$ cat config.mk
export PLATFORM = sky130hd
export DESIGN_NAME = noc_input_port
export DESIGN_NICKNAME = d
export VERILOG_FILES = /design/src/rtl/noc_pkg.sv /design/src/rtl/noc_ip_fifo.sv /design/src/rtl/noc_input_port.sv
export SDC_FILE = /design/constraint.sdc
export NUM_CORES = 1
export LEC_CHECK = 0
export ABC_AREA = 1
export CELL_PAD_IN_SITES_DETAIL_PLACEMENT = 2
export CELL_PAD_IN_SITES_GLOBAL_PLACEMENT = 2
export CORE_ASPECT_RATIO = 1.2
export CORE_MARGIN = 3
export CORE_UTILIZATION = 33
export CTS_BUF_LIST = sky130_fd_sc_hd__clkbuf_4 sky130_fd_sc_hd__clkbuf_8
export CTS_CLUSTER_SIZE = 28
export DETAILED_ROUTE_END_ITERATION = 7
export PLACE_DENSITY = 0.83
export SYNTH_ARGS = -nofsm -noshare
export SYNTH_HDL_FRONTEND = slang
export SYNTH_HIERARCHICAL = 1
export SYNTH_SLANG_ARGS = --single-unit
$ cat constraint.sdc
create_clock -name clk_i -period 3.5 [get_ports clk_i]
set_input_delay 0.35 -clock clk_i [delete_from_list [all_inputs] [get_ports clk_i]]
set_output_delay 0.35 -clock clk_i [all_outputs]
set_load 0.005 [all_outputs]
$ cat src/rtl/noc_pkg.sv
// Shared types for the router input port: flit encoding, route codes and port FSM states.
package noc_pkg;

  localparam int FLIT_W = 34;

  typedef enum logic [1:0] {
    BODY      = 2'b00,
    HEAD      = 2'b01,
    TAIL      = 2'b10,
    HEAD_TAIL = 2'b11
  } flit_type_e;

  typedef enum logic [2:0] {
    Y_MINUS = 3'd0,
    Y_PLUS  = 3'd1,
    X_MINUS = 3'd2,
    X_PLUS  = 3'd3,
    LOCAL   = 3'd4
  } route_e;

  typedef enum logic [1:0] {
    IDLE,
    ROUTE,
    REQ,
    XFER
  } ip_state_e;

  function automatic logic starts_pkt(input flit_type_e t);
    return (t == HEAD) || (t == HEAD_TAIL);
  endfunction

  function automatic logic ends_pkt(input flit_type_e t);
    return (t == TAIL) || (t == HEAD_TAIL);
  endfunction

endpackage

$ cat src/rtl/noc_ip_fifo.sv
// Input flit buffer: registered storage, head visible the cycle after push; push ignored when full.
// Ready has no pop dependency, so a full FIFO refuses a push even in a cycle where it pops.
module noc_ip_fifo #(
  parameter int FLIT_W = 34,
  parameter int DEPTH  = 4
) (
  input  logic              clk,
  input  logic              rst_n,
  input  logic              push,
  input  logic [FLIT_W-1:0] din,
  input  logic              pop,
  output logic              full,
  output logic              empty,
  output logic [FLIT_W-1:0] head
);

  localparam int AW = $clog2(DEPTH);

  logic [AW-1:0]     wr_ptr;
  logic [AW-1:0]     rd_ptr;
  logic [AW:0]       count;
  logic [FLIT_W-1:0] mem [DEPTH];
  logic              do_push;
  logic              do_pop;

  assign full    = (count == (AW+1)'(DEPTH));
  assign empty   = (count == '0);
  assign do_push = push && !full;
  assign do_pop  = pop && !empty;
  assign head    = mem[rd_ptr];

  // Storage is cleared on reset so the head (and thus every port output) reads zero out of reset.
  always_ff @(posedge clk or negedge rst_n) begin
    if (!rst_n) begin
      wr_ptr <= '0;
      rd_ptr <= '0;
      count  <= '0;
      for (int i = 0; i < DEPTH; i++) begin
        mem[i] <= '0;
      end
    end else begin
      if (do_push) begin
        mem[wr_ptr] <= din;
        wr_ptr      <= wr_ptr + 1'b1;
      end
      if (do_pop) begin
        rd_ptr <= rd_ptr + 1'b1;
      end
      case ({do_push, do_pop})
        2'b10:   count <= count + 1'b1;
        2'b01:   count <= count - 1'b1;
        default: count <= count;
      endcase
    end
  end

endmodule

$ cat src/rtl/noc_input_port.sv
// Router input port: buffers flits, routes each head via the YX stage, then streams the packet after switch grant.
// Head accepted at t is first offered at t+4 with grant; valid/ready on both sides. Stats counter: NOC_INPUT_PORT_STATS_EN.
module noc_input_port #(
  parameter int FLIT_W = noc_pkg::FLIT_W,
  parameter int DEPTH  = 4
) (
  input  logic              clk_i,
  input  logic              rst_ni,
  input  logic              in_valid_i,
  output logic              in_ready_o,
  input  logic [FLIT_W-1:0] in_flit_i,
  output logic [7:0]        hdr_addr_o,
  input  logic [2:0]        route_i,
  output logic              sw_req_o,
  output logic [2:0]        sw_route_o,
  input  logic              sw_gnt_i,
  output logic              out_valid_o,
  input  logic              out_ready_i,
  output logic [FLIT_W-1:0] out_flit_o,
  output logic              err_o,
  output logic [15:0]       pkt_cnt_o
);

  import noc_pkg::*;

  ip_state_e         state;
  route_e            route_q;
  logic              sw_req_q;
  logic              err_q;

  logic              fifo_full;
  logic              fifo_empty;
  logic [FLIT_W-1:0] fifo_head;
  logic              fifo_pop;
  flit_type_e        head_type;
  logic              orphan_drop;
  logic              xfer_pop;
  logic              tail_pop;

  noc_ip_fifo #(
    .FLIT_W (FLIT_W),
    .DEPTH  (DEPTH)
  ) u_fifo (
    .clk   (clk_i),
    .rst_n (rst_ni),
    .push  (in_valid_i),
    .din   (in_flit_i),
    .pop   (fifo_pop),
    .full  (fifo_full),
    .empty (fifo_empty),
    .head  (fifo_head)
  );

  assign head_type   = flit_type_e'(fifo_head[FLIT_W-1:FLIT_W-2]);
  assign orphan_drop = (state == IDLE) && !fifo_empty && !starts_pkt(head_type);
  assign out_valid_o = (state == XFER) && !fifo_empty;
  assign xfer_pop    = out_valid_o && out_ready_i;
  assign tail_pop    = xfer_pop && ends_pkt(head_type);
  assign fifo_pop    = xfer_pop || orphan_drop;

  assign in_ready_o  = !fifo_full;
  assign hdr_addr_o  = fifo_head[7:0];
  assign out_flit_o  = fifo_head;
  assign sw_req_o    = sw_req_q;
  assign sw_route_o  = route_q;
  assign err_o       = err_q;

  // A HEAD seen while in XFER is just payload; only the tail pop returns to IDLE.
  always_ff @(posedge clk_i or negedge rst_ni) begin
    if (!rst_ni) begin
      state    <= IDLE;
      route_q  <= Y_MINUS;
      sw_req_q <= 1'b0;
      err_q    <= 1'b0;
    end else begin
      err_q <= orphan_drop;
      case (state)
        IDLE: begin
          if (!fifo_empty && starts_pkt(head_type)) begin
            state <= ROUTE;
          end
        end
        ROUTE: begin
          route_q  <= route_e'(route_i);
          sw_req_q <= 1'b1;
          state    <= REQ;
        end
        REQ: begin
          if (sw_gnt_i) begin
            state <= XFER;
          end
        end
        XFER: begin
          if (tail_pop) begin
            sw_req_q <= 1'b0;
            state    <= IDLE;
          end
        end
        default: begin
          sw_req_q <= 1'b0;
          state    <= IDLE;
        end
      endcase
    end
  end

`ifdef NOC_INPUT_PORT_STATS_EN
  logic [15:0] pkt_cnt_q;

  always_ff @(posedge clk_i or negedge rst_ni) begin
    if (!rst_ni) begin
      pkt_cnt_q <= '0;
    end else if (tail_pop && (pkt_cnt_q != 16'hFFFF)) begin
      pkt_cnt_q <= pkt_cnt_q + 16'd1;
    end
  end

  assign pkt_cnt_o = pkt_cnt_q;
`else
  assign pkt_cnt_o = '0;
`endif

endmodule

**Word-level counts from Yosys, hierarchy flattened**

Index checks and enable logic that the tools add are counted.

- Input port bits: 42
- Word-level logic and storage cells: 66
- Flip-flop bits (word level): 150
- Output and inout bits: 65

- $lt $le $gt $ge: 3
- Reduce and logical (&&, ||, !) cells: 21
- Bitwise operators: 2
- Add/subtract/negate cells: 4
- Eq/ne operators: 12
- Muxes and demuxes: 13

Operator list:

| cell | count |
|---|---|
| bitwise mux 136 bit | 1 |
| 2-to-1 mux 34 bit | 3 |
| binary-select mux 34 bit (select 2 bit) | 1 |
| demux 34 bit (select 2 bit) | 1 |
| equality test 2 bit, second input constant | 5 |
| logical AND 1 bit | 9 |
| one-hot mux 2 bit (4 select lines) | 1 |
| equality test 2 x 1 -> 1 bit, second input constant | 3 |
| greater-or-equal comparator 3 bit, second input constant | 2 |
| 2-to-1 mux 2 bit | 3 |
| NOT 2 -> 3 bit | 2 |
| one-hot mux 3 bit (2 select lines) | 1 |
| adder 2 x 1 -> 2 bit, second input constant | 2 |
| inequality test 2 bit, second input constant | 2 |
| nonzero test 2 bit | 2 |
| adder 3 x 1 -> 3 bit, second input constant | 1 |
| equality test 3 bit, second input constant | 1 |
| logical NOT 1 bit | 3 |
| logical NOT 3 bit | 1 |
| logical OR 1 bit | 3 |
| less-than comparator 3 x 1 -> 1 bit, second input constant | 1 |
| AND reduction 3 bit | 1 |
| subtractor 3 x 1 -> 3 bit, second input constant | 1 |
| logical NOT 2 bit | 1 |
| other kinds (4) | 4 |

**Longest topological paths before layout**

Gate-level depths: netlist of the first run.

- Depth in word-level cells: 12
- Depth in mapped cells: 19
- Gate-level depth less buffers: 17

**Cells and area by module**

The synthesis of the first run kept the hierarchy.

Modules (own cells, without submodules):

| module | area an instance (sq um) | cells an instance | instances |
|---|---|---|---|
| noc_ip_fifo | 7128.1 | 888 | 1 |
| noc_input_port | 584.3 | 75 | 1 |

**Worst setup path after synthesis of the first run**

No wires, ideal clock.

- Kind: register -> register
- Start: reg u_fifo.rd_ptr[1]
- End: reg u_fifo.count[2]
- Cell stages (with the launch flop): 18
- Data required time: 3.383 ns
- Slack: 1.032 ns
- Library setup time: 0.117 ns
- Arrival: 2.351 ns
- Path through: dfrtp_1 inv_1 buf_1 nor2_1 o21ai_0 o21ai_1 inv_1 nand2_1 o21ai_0 nand2_1 inv_1 ha_1 inv_1 fa_1 nand2_1 nand3_1 nand2_1 nand2_1

- Word-level cells in the longest chain between the ends: 12

RTL lines:

| item | line | RTL |
|---|---|---|
| start, declared | noc_ip_fifo.sv:20 | `logic [AW-1:0] rd_ptr;` |
| start signal, assigned | noc_ip_fifo.sv:47 | `rd_ptr <= rd_ptr + 1'b1;` |
| NOT 2 -> 3 bit (implied by the code) (*) | noc_ip_fifo.sv:30 | `assign head = mem[rd_ptr];` |
| binary-select mux 34 bit (select 2 bit) (*) | noc_ip_fifo.sv:30 |  |
| 2-to-1 mux 34 bit (implied by the code) (*) (2 in series) | noc_ip_fifo.sv:30 |  |
| named net out_flit_o[32] | noc_input_port.sv:19 | `output logic [FLIT_W-1:0] out_flit_o,` |
| equality test 2 x 1 -> 1 bit / equality test 2 bit (equally long branches) | noc_pkg.sv:29 | `return (t == HEAD) \|\| (t == HEAD_TAIL);` |
| logical OR 1 bit (*) | noc_pkg.sv:29 |  |
| logical NOT 1 bit (*) | noc_input_port.sv:55 | `assign orphan_drop = (state == IDLE) && !fifo_empty && !starts_pkt(head_type);` |
| logical AND 1 bit (*) | noc_input_port.sv:55 |  |
| logical OR 1 bit (*) | noc_input_port.sv:59 | `assign fifo_pop = xfer_pop \|\| orphan_drop;` |
| named net fifo_pop | noc_input_port.sv:34 | `logic fifo_pop;` |
| logical AND 1 bit (*) | noc_ip_fifo.sv:29 | `assign do_pop = pop && !empty;` |
| named net u_fifo.do_pop | noc_ip_fifo.sv:24 | `logic do_pop;` |
| equality test 2 x 1 -> 1 bit / equality test 2 bit (equally long branches) | noc_ip_fifo.sv:49 | `case ({do_push, do_pop})` |
| one-hot mux 3 bit (2 select lines) / nonzero test 2 bit (equally long branches) | n/a |  |
| end signal, assigned | noc_ip_fifo.sv:50 | `2'b10: count <= count + 1'b1;` |
| end signal, assigned | noc_ip_fifo.sv:51 | `2'b01: count <= count - 1'b1;` |
| end signal, assigned | noc_ip_fifo.sv:52 | `default: count <= count;` |
| end, declared | noc_ip_fifo.sv:21 | `logic [AW:0] count;` |

Mark *: on every way through the listed nets, which the timed path passes. The rest lies on a longest branch. The select of a mux whose other input is x is not followed.
A chain may end at the register's enable or synchronous reset.

**Worst setup path after layout of the first run**

- Start: reg u_fifo.rd_ptr[0]
- End: out out_flit_o[19]

- Word-level cells in the longest chain between the ends: 4

RTL lines:

| item | line |
|---|---|
| NOT 2 -> 3 bit (implied by the code) | noc_ip_fifo.sv:30 |
| binary-select mux 34 bit (select 2 bit) | noc_ip_fifo.sv:30 |
| 2-to-1 mux 34 bit (implied by the code) (2 in series) | noc_ip_fifo.sv:30 |
| end, declared | noc_input_port.sv:19 |

Every way passes these cells. The select of a mux whose other input is x is not followed.

==> results.md, run 1 <==
* CP max FO at 52
* Fmax at 317.2 MHz
* CTS sink cnt at 150
* Largest net degree at the start of global routing at 99
* Critical Path Max Stage Delay at 0.64 ns
* Yosys reg bits at 150
* WS Path Type: reg -> out
* Worst path buffer plus inverter count at 2
* Root buf cell: clkbuf_8
* Hpwl dp at 14.66 mm
* Port bufs at 90
* Cells along the critical path: buf_4 > nor2_1 > nor2_1 > o21ai_0 > o21ai_1 > clkdlybuf4s50_1
* Unrepaired setup endpoints after global routing: no
* Fin. Hold Viols at 0
* Top cell type by total area after synthesis: dfrtp_1
* Die area at 25250 um2
* Global route total overflow at 0
* Total CTS buffers at 17
* GP Congestion at 0.6952
* Peak supply drop at 0.4027 mV
* Final setup vio count at 0
* Final min period at 3.153 ns
* CTS tree: yes
* Cell Area, Synth at 7712 um2
* Antenna violations before repair at 0
* Number of H-tree levels at 4
* Synth cell types at 26
* Top cell type's share of synthesized area at 48.67%
* Number of global-route vias before repair at 7901
* Most frequent CP cell: nor2_1
* Initial core utilization at 34.02%
* Die Height at 173.5 um
* DR DRC count at 0
* Mapped Cells at 963
* Crit path DAT at 2.80 ns
* Worst-path clk slew at 0.08 ns
* Slew Limit Fails at 0
* Power density cells at 999.2 nW/um2
* Critical Path Source Type: flop
* WL final at 26.12 mm
* DR vias/cell at 5.344
* Critical path capture point type: output port
* Setup Total Neg Slack at 0 ns
* Clock Latency Late Sink at 0.45 ns
* 1st-iter DRT viols at 421
* CP top delay family: buffers and inverters
* LEAKAGE at 4.385 nW
* Share of cells above drive strength 1 at 6.541%
* Die width at 145.6 um
* Worst Skew at 0.009906 ns
* Largest cells by area after synthesis: dfrtp_1 49%, nand2_1 15%, nand4_1 11%
* Inserted Diodes at 0
* Critical path's slowest cell: dfrtp_2
* Req. time, crit path at 3.15 ns
* Overall Global Routing Usage at 20.95%
* MaxCap Viol Count at 0
* Clk buf depth at 2
* Nets at 1049
* Post-route ant nets at 0
* Via count at 7049
* Worst slew pin tran at 1.019 ns
* Core area at 22670 um2
* Status: complete, no violations
* Synth warnings at 6
* IO Count at 107
* Final Cycle Share at 90.08%
* First-pass GRT wire length at 42.77 mm
* Routed len/inst at 19.80 um
* Slew headroom at 32.01%
* Area Growth Syn to Fin at 16.53%
* DR pass1 iterations at 5
* Num rows at 60
* Average size of a mapped cell at 8.009 um2
* Hold WC Path Type: in -> async
* Total Power at 8.980 mW
* Register area share after synthesis at 48.67%
==> cells in the mapped netlist (all sizes together) <==
library cell,n
buf,87
clkbuf,18
conb,1
dfrtp,150
fa,1
ha,9
inv,22
nand2,313
nand3,11
nand4,138
nor2,106
o21ai,105
or2,1
xnor2,1
==> logic make-up (layout without fill, tap and decap cells) <==
| logic type | Yosys count | after routing | share of synthesized area [%] |
|---|---|---|---|
| AOI/OAI and AO/OA | 105 | 105 | 6.814 |
| xor gates and xnor gates | 1 | 1 | 0.1136 |
| adders and majority gates | 10 | 10 | 1.720 |
| buffers and inverters | 127 | 158 | 9.620 |
| DFF | 150 | 150 | 48.67 |
| other | 1 | 16 | 0.04862 |
| and+or+nand+nor | 569 | 569 | 33.01 |
==> cell type report <==
cell class	count	area (um2)
tap	310	387.9
inverter	22	82.58
clock inverter	9	148.9
multi-input combinational	701	3283
clock buffer	22	290.3
timing repair buffer	105	1040
fill	2606	13680
sequential	150	3755
==> placed cells by master (no fill, tap or decap), types with 5 or more instances in the layout <==
cell type / count
nand2_1: 310
dfrtp_1: 149
nand4_1: 137
nor2_1: 104
clkdlybuf4s50_1: 88
o21ai_0: 84
o21ai_1: 21
clkbuf_8: 20
inv_1: 19
conb_1: 16
buf_4: 13
nand3_1: 7
ha_1: 5
==> sequential cells by signal, indices dropped and copies added (netlist names) <==
name           flops
err_o              1
u_fifo/mem       136
sw_req_o           1
u_fifo/count       3
state              2
sw_route_o         3
u_fifo/wr_ptr      2
u_fifo/rd_ptr      2
==> worst reg2reg max path, stage by stage, from the launching register on <==
cell	delay, ns
dfrtp_2	0.64
inv_2	0.10
o21ai_0	0.17
o21ai_1	0.14
inv_1	0.08
nand2_1	0.08
o21ai_0	0.34
nand2_1	0.19
inv_1	0.14
ha_1	0.22
inv_1	0.09
fa_1	0.38
nand2_1	0.10
nand3_1	0.08
nand2_1	0.08
nand2_1	0.06
==> layer usage <==
metal  track usage [%]  vias to the layer above  routed length (um)
li1                  -                     3246                   -
met1             26.13                     3675               11510
met2             38.08                      113               13700
met3             2.798                       15                 640
met4             5.582                        0                 265
met5                 0                        -                   0
==> through the flow <==
stage               area, um2  setup slack, ns  hold slack, ns  util (%)  instances
detailed placement       8538           0.6419          0.3544     37.66       1287
finish                   8987           0.3472          0.4266     39.64       1319
global placement         8538           0.7785          0.3571     37.66       1287
CTS                      8987           0.3256          0.4272     39.64       1319
global route             8987           0.1896          0.4394     39.64       1319
floorplan                7769            1.032         0.05441         -        978
==> worst paths after layout <==
kind,start,to,slack [ns],cells after the start
max in group asynchronous,rst_ni,u_fifo/mem[52],2.21,3
worst min-delay path,rst_ni,u_fifo/mem[108],0.43,2
worst max register to register,u_fifo/rd_ptr[0],u_fifo/count[2],0.49,15
worst min register to register,u_fifo/mem[13],u_fifo/mem[13],0.47,2
min in group clk_i,route_i[1],sw_route_o[1],0.45,3
worst max-delay path,u_fifo/rd_ptr[0],out_flit_o[19],0.35,6
==> report_power, final <==
| group | internal, mW | switching, mW | total (mW) |
|---|---|---|---|
| Sequential | 2.53 | 0.501 | 3.03 |
| Combinational | 1.78 | 2.67 | 4.45 |
| Clock | 0.843 | 0.652 | 1.50 |
==> timing repair <==
action                    4_1_cts  5_1_grt
buffers inserted                0        0
resized for setup               0        0
hold buffers                    1        0
hold endpoints to repair       51        0
(Power assumes the default switching activity.)
==> run 2: changes to the inputs <==
--- a/config.mk
+++ b/config.mk
@@ -11,7 +11,7 @@
 export CORE_ASPECT_RATIO = 1.2
 export CORE_MARGIN = 3
 export CORE_UTILIZATION = 33
-export CTS_BUF_LIST = sky130_fd_sc_hd__clkbuf_4 sky130_fd_sc_hd__clkbuf_8
+export CTS_BUF_LIST = sky130_fd_sc_hd__clkbuf_8
 export CTS_CLUSTER_SIZE = 28
 export DETAILED_ROUTE_END_ITERATION = 7
 export PLACE_DENSITY = 0.83
==> constraint.sdc (replaced) <==
create_clock -name clk_i -period 3.5 [get_ports clk_i]
set_input_delay 0.7 -clock clk_i [delete_from_list [all_inputs] [get_ports clk_i]]
set_output_delay 0.7 -clock clk_i [all_outputs]
set_load 0.005 [all_outputs]
==> run 2 against run 1 <==
Effect of this change: via count is 0.62% higher; wire length hardly changed; final cell count is 0.68% higher; critical path type unchanged; critical endpoint is now out_flit_o[11]; largest cell class unchanged; largest power group unchanged.
==> results.md, run 2 (synthesis results as in run 1) <==
* Status: complete, no violations (unchanged)
* Flop pwr share at 32.9% (was 33.8%)
* Fmax at 306.4 MHz (was 317.2 MHz)
* Initial core utilization at 34.02% (unchanged)
* Req. time, crit path at 2.80 ns (was 3.15 ns)
* Slew Limit Fails at 0 (unchanged)
* Critical Path Max Stage Delay at 0.53 ns (was 0.64 ns)
* Slew headroom at 55.76% (was 32.01%)
* Combinational Power Share at 49.2% (was 49.6%)
* Postcts setup bufs at 0 (unchanged)
* DR vias/cell at 5.341 (was 5.344)
* Hold WC Path Type: in -> async (unchanged)
* GP Congestion at 0.7182 (was 0.6952)
* Routed len/inst at 19.68 um (was 19.80 um)
* Total CTS buffers at 17 (unchanged)
* Fillers at 2606 (unchanged)
* Most frequent cells in the layout: 310 x nand2_1, 149 x dfrtp_1, 137 x nand4_1 (unchanged)
* Port bufs at 90 (unchanged)
* Flip-flop count of the largest register after layout at 136 (unchanged)
* Critical path's slowest cell: clkdlybuf4s50_1 (was dfrtp_2)
* MaxCap Viol Count at 0 (unchanged)
* PnR worst setup slack at 0.2364 ns (was 0.3472 ns)
* Post-Layout Inst Area at 9057 um2 (was 8987 um2)
* Number of H-tree levels at 4 (unchanged)
* Die area at 25250 um2 (unchanged)
* Setup crit start: u_fifo/rd_ptr[1] (was u_fifo/rd_ptr[0])
* DR pass1 iterations at 6 (was 5)
* First-pass GRT wire length at 43.11 mm (was 42.77 mm)
* Worst path buffer plus inverter count at 3 (was 2)
* Peak supply drop at 0.3501 mV (was 0.4027 mV)
* Share of cells above drive strength 1 at 7.269% (was 6.541%)
* Worst-path clk slew at 0.09 ns (was 0.08 ns)
* IO Count at 107 (unchanged)
* Final Cycle Share at 93.25% (was 90.08%)
* WL final at 26.14 mm (was 26.12 mm)
* LEAKAGE at 4.434 nW (was 4.385 nW)
* 1st-iter DRT viols at 335 (was 421)
* Commonest non-fill, non-tap cell in the layout: nand2_1 (unchanged)
* CP top delay family: buffers and inverters (unchanged)
* DP Area at 8588 um2 (was 8538 um2)
* Inserted Diodes at 0 (unchanged)
* Clock share of power at 17.9% (was 16.7%)
* Die Height at 173.5 um (unchanged)
* Cells along the critical path: inv_2 > buf_4 > o21ai_0 > o21ai_1 > clkdlybuf4s50_1 (was buf_4 > nor2_1 > nor2_1 > o21ai_0 > o21ai_1 > clkdlybuf4s50_1)
* Net switching power at 3.845 mW (was 3.824 mW)
* Root buf cell: clkbuf_8 (unchanged)
* CTS Hold Bufs at 0 (was 1)
* Overall Global Routing Usage at 21.09% (was 20.95%)
* Unrepaired setup endpoints after global routing: no (unchanged)
* Finished Core Util at 39.95% (was 39.64%)
* Clock Latency Late Sink at 0.46 ns (was 0.45 ns)
* Crit path DAT at 2.56 ns (was 2.80 ns)
* Critical Path Source Type: flop (unchanged)
* CP max FO at 37 (was 52)
* Sw Share at 42.15% (was 42.59%)
* Worst slew pin tran at 0.6635 ns (was 1.019 ns)
* Largest Register: u_fifo/mem (unchanged)
* DR DRC count at 0 (unchanged)
* PostCTS Resize Cnt at 0 (unchanged)
* Total Power at 9.123 mW (was 8.980 mW)
* Via count at 7093 (was 7049)
* Antenna violations before repair at 0 (unchanged)
* Largest net degree at the start of global routing at 66 (was 99)
* CTS sink cnt at 150 (unchanged)
* WS Path Type: reg -> out (unchanged)
* Area Growth Syn to Fin at 17.44% (was 16.53%)
* Pre-CTS WS at 0.7415 ns (was 0.6419 ns)
* Final setup vio count at 0 (unchanged)
* Global route total overflow at 0 (unchanged)
* Worst Skew at 0.009526 ns (was 0.009906 ns)
* Critical path capture point type: output port (unchanged)
* Post-route ant nets at 0 (unchanged)
* Die width at 145.6 um (unchanged)
* Power density cells at 1007 nW/um2 (was 999.2 nW/um2)
* Fin. Hold Viols at 0 (unchanged)
* RR Startpoint: u_fifo/rd_ptr[0] (unchanged)
* Number of global-route vias before repair at 8011 (was 7901)
* Final min period at 3.264 ns (was 3.153 ns)
* Clk buf depth at 2 (unchanged)
* Setup Total Neg Slack at 0 ns (unchanged)
* Hpwl dp at 15.57 mm (was 14.66 mm)
* Num rows at 60 (unchanged)
* Core area at 22670 um2 (unchanged)
* CTS tree: yes (unchanged)
* Nets at 1058 (was 1049)
* Internal Power at 5.278 mW (was 5.156 mW)
## run 2: changes by cell type in the layout (fill, tap and decap cells not counted), sizes merged
| cell | before | now |
|---|---|---|
| bufinv | 4 | 6 |
| dlygate4sd3 | 1 | 0 |
| buf | 16 | 26 |
| clkinv | 5 | 4 |
| inv | 22 | 24 |
| clkbuf | 22 | 19 |
## run 2: area by class of cell
type                            count  area [um2]  share of cell area, %
Sequential cell                   150        3755                  41.46
Multi-Input combinational cell    701        3283                  36.25
Timing Repair Buffer              114        1080                  11.92
Tap cell                          310       387.9                  4.282
Clock buffer                       19       261.5                  2.887
Clock inverter                     12       207.7                  2.293
Inverter                           22       82.58                 0.9117
## run 2: worst paths after layout
path	to	cells after the start	slack, ns
setup / recovery	out_flit_o[11]	5	0.24
max in group asynchronous	u_fifo/mem[46]	2	2.44
hold / removal	u_fifo/mem[109]	1	0.21
hold reg to reg	u_fifo/mem[28]	2	0.47
setup reg to reg	u_fifo/count[2]	17	0.66
min in group clk_i	u_fifo/mem[28]	2	0.47
## run 2: through the flow
step | instances | hold slack, ns
2_1_floorplan | 978 | 0.4044
3_3_place_gp | 1297 | 0.4481
3_5_place_dp | 1297 | 0.4586
4_1_cts | 1328 | 0.2310
5_1_grt | 1328 | 0.2646
6_report | 1328 | 0.2111
## run 2: routing by layer
metal	vias up	GRT usage (%)	share of wire (%)
met1	3692	26.38	44
met3	28	2.667	2.4
met2	112	37.85	52
met5	-	0	0
li1	3261	-	-
met4	0	6.730	1.7
## run 2: power groups by stage
stage	combinational, mW	sequential [mW]	clock [mW]
floorplan	2.76	2.87	0
global placement	4.30	2.96	0
detailed placement	4.48	3.01	0
CTS	4.57	3.00	1.68
global route	5.06	3.11	1.74
finish	4.49	3.00	1.64
## run 2: worst reg2reg max path, stage by stage (launching register included)
cell and delay, ns:
dfrtp_2 0.43, buf_4 0.23, nor2_1 0.16, nor2_1 0.07, o21ai_0 0.09, o21ai_1 0.11
inv_1 0.06, nand2_1 0.07, o21ai_0 0.35, nand2_1 0.16, inv_1 0.08, ha_1 0.18
inv_1 0.08, fa_1 0.39, nand2_1 0.11, nand3_1 0.08, nand2_1 0.06, nand2_1 0.05
==> run 3: changes to the inputs <==
--- a/config.mk
+++ b/config.mk
@@ -14,7 +14,7 @@
 export CTS_BUF_LIST = sky130_fd_sc_hd__clkbuf_8
 export CTS_CLUSTER_SIZE = 28
 export DETAILED_ROUTE_END_ITERATION = 7
-export PLACE_DENSITY = 0.83
+export PLACE_DENSITY = 0.84
 export SYNTH_ARGS = -nofsm -noshare
 export SYNTH_HDL_FRONTEND = slang
 export SYNTH_HIERARCHICAL = 1
==> run 3 against run 2 <==
Effect of this change: sequential cell count is the same; die area is the same; maximum frequency grew 3.0%; worst setup slack gained 0.096 ns; sequential share of layout area grew 0.48 points; worst hold slack gained 0.029 ns; non-clock buffer count is the same; register-to-register slack gained 0.25 ns; highest routed layer unchanged.
==> results.md, run 3 (synthesis results as in run 1) <==
* Status: complete, no violations (unchanged)
* Crit path DAT at 2.47 ns (was 2.56 ns)
* Final hold slack at 0.2403 ns (was 0.2111 ns)
* Total Power at 8.761 mW (was 9.123 mW)
* Power density cells at 978.4 nW/um2 (was 1007 nW/um2)
* Nets at 1058 (unchanged)
* WL final at 26.04 mm (was 26.14 mm)
* Req. time, crit path at 2.80 ns (about the same)
* Postcts setup bufs at 0 (unchanged)
* Storage cell area at 3755 um2 (unchanged)
* Largest net degree at the start of global routing at 77 (was 66)
* Die area at 25250 um2 (unchanged)
* Clk buf depth at 2 (unchanged)
* Fillers at 2639 (was 2606)
* Die Height at 173.5 um (unchanged)
* LEAKAGE at 4.382 nW (was 4.434 nW)
* First-pass GRT wire length at 42.57 mm (was 43.11 mm)
* Critical path capture point type: output port (unchanged)
* 1st-iter DRT viols at 368 (was 335)
* Number of global-route vias before repair at 7802 (was 8011)
* MaxCap Viol Count at 0 (unchanged)
* Commonest non-fill, non-tap cell in the layout: nand2_1 (unchanged)
* Worst slew pin tran at 0.8629 ns (was 0.6635 ns)
* DR WL met2 at 13.67 mm (was 13.55 mm)
* Fin. Hold Viols at 0 (unchanged)
* Slew headroom at 42.47% (was 55.76%)
* Highest routed layer: met4 (unchanged)
* Slew Limit Fails at 0 (unchanged)
* Setup Total Neg Slack at 0 ns (unchanged)
* Final min period at 3.167 ns (was 3.264 ns)
* Critical Path Source Type: flop (unchanged)
* Share of cells above drive strength 1 at 7.073% (was 7.269%)
* Clock Latency Late Sink at 0.45 ns (was 0.46 ns)
* PostCTS Resize Cnt at 0 (unchanged)
* Post-Layout Inst Area at 8954 um2 (was 9057 um2)
* CTS Hold Bufs at 0 (unchanged)
* DR vias/cell at 5.339 (was 5.341)
* Antenna violations before repair at 1 (was 0)
* Peak supply drop at 0.3254 mV (was 0.3501 mV)
* Via count at 7096 (was 7093)
* Number of H-tree levels at 4 (unchanged)
* Hpwl dp at 16.14 mm (was 15.57 mm)
* Area Growth Syn to Fin at 16.09% (was 17.44%)
* Overall Global Routing Usage at 20.88% (was 21.09%)
* Routed len/inst at 19.59 um (was 19.68 um)
* Most frequent cells in the layout: 310 x nand2_1, 149 x dfrtp_1, 137 x nand4_1 (unchanged)
* WL met1 at 11.35 mm (was 11.54 mm)
* DP Area at 8588 um2 (unchanged)
* CTS sink cnt at 150 (unchanged)
* CTS tree: yes (unchanged)
* Num rows at 60 (unchanged)
* Flip-flop count of the largest register after layout at 136 (unchanged)
* Final setup vio count at 0 (unchanged)
* Core area at 22670 um2 (unchanged)
* IO Count at 107 (unchanged)
* CP top delay family: buffers and inverters (unchanged)
* Cells along the critical path: inv_2 > buf_4 > o21ai_0 > o21ai_0 > clkdlybuf4s50_1 (was inv_2 > buf_4 > o21ai_0 > o21ai_1 > clkdlybuf4s50_1)
* Final Cycle Share at 90.49% (was 93.25%)
* Die width at 145.6 um (unchanged)
* CP max FO at 36 (was 37)
* Worst path buffer plus inverter count at 3 (unchanged)
* Critical path's slowest cell: clkdlybuf4s50_1 (unchanged)
* Unrepaired setup endpoints after global routing: no (unchanged)
* Initial core utilization at 34.02% (unchanged)
* Met3 routed WL at 691 um (was 616 um)
* Largest Register: u_fifo/mem (unchanged)
* Most frequent CP cell: o21ai_0
* Root buf cell: clkbuf_8 (unchanged)
* Finished Core Util at 39.49% (was 39.95%)
* Port bufs at 90 (unchanged)
* Multi-input gate area at 3283 um2 (unchanged)
* Critical Path Max Stage Delay at 0.55 ns (was 0.53 ns)
* Total CTS buffers at 17 (unchanged)
* Worst-path clk slew at 0.08 ns (was 0.09 ns)
* Post-route ant nets at 0 (unchanged)
* Fmax at 315.7 MHz (was 306.4 MHz)
* WS Path Type: reg -> out (unchanged)
* Hold WC Path Type: in -> async (unchanged)
* DR DRC count at 0 (unchanged)
* Global route total overflow at 0 (unchanged)
* Worst Skew at 0.01659 ns (was 0.009526 ns)
* DR pass1 iterations at 5 (was 6)
* GP Congestion at 0.7240 (was 0.7182)
[run 3: changes by cell type in the layout (fill, tap and decap cells not counted)]
| cell | change |
|---|---|
| bufinv_16 | -5 |
| clkbuf_8 | +1 |
| clkinv_2 | -2 |
| clkinv_4 | +2 |
| clkinvlp_4 | +2 |
| diode_2 | +1 |
| inv_1 | +2 |
[run 3: area by class of cell]
class                           instances  area share (%)
Sequential cell                       150           41.94
Inverter                               22          0.9223
Clock buffer                           20           3.074
Clock inverter                         11          0.9782
Multi-Input combinational cell        701           36.67
Timing Repair Buffer                  114           12.06
Tap cell                              310           4.332
Antenna cell                            1         0.02795
[run 3: stage by stage]
step                setup slack [ns]  std cells
finish                        0.3327       1329
floorplan                      1.032        978
CTS                           0.3077       1328
global route                  0.1440       1329
global placement              0.8217       1297
detailed placement            0.7628       1297
[run 3: path summary, 6_finish.rpt]
check                                 start         endpoint  slack [ns]  depth (start not counted)
min in group clk_i            u_fifo/mem[0]    u_fifo/mem[0]        0.47                          2
setup reg to reg           u_fifo/rd_ptr[0]  u_fifo/count[2]        0.91                         15
max in group asynchronous            rst_ni  u_fifo/mem[104]        2.43                          2
hold / removal                       rst_ni    u_fifo/mem[7]        0.24                          1
setup / recovery           u_fifo/rd_ptr[0]   out_flit_o[23]        0.33                          5
hold reg to reg               u_fifo/mem[0]    u_fifo/mem[0]        0.47                          2
[run 3: layer usage]
metal / GRT usage [%] / up-vias
li1: - / 3252
met1: 25.98 / 3684
met2: 38.43 / 143
met3: 2.458 / 17
met4: 5.265 / 0
met5: 0 / -
[run 3: power breakdown]
group          total [mW]  switching (mW)  leakage, nW  internal (mW)
sequential           3.00           0.465         1.87           2.53
clock                1.28           0.675        0.196          0.605
combinational        4.48            2.68         2.31           1.80
total                8.76            3.82         4.38           4.94
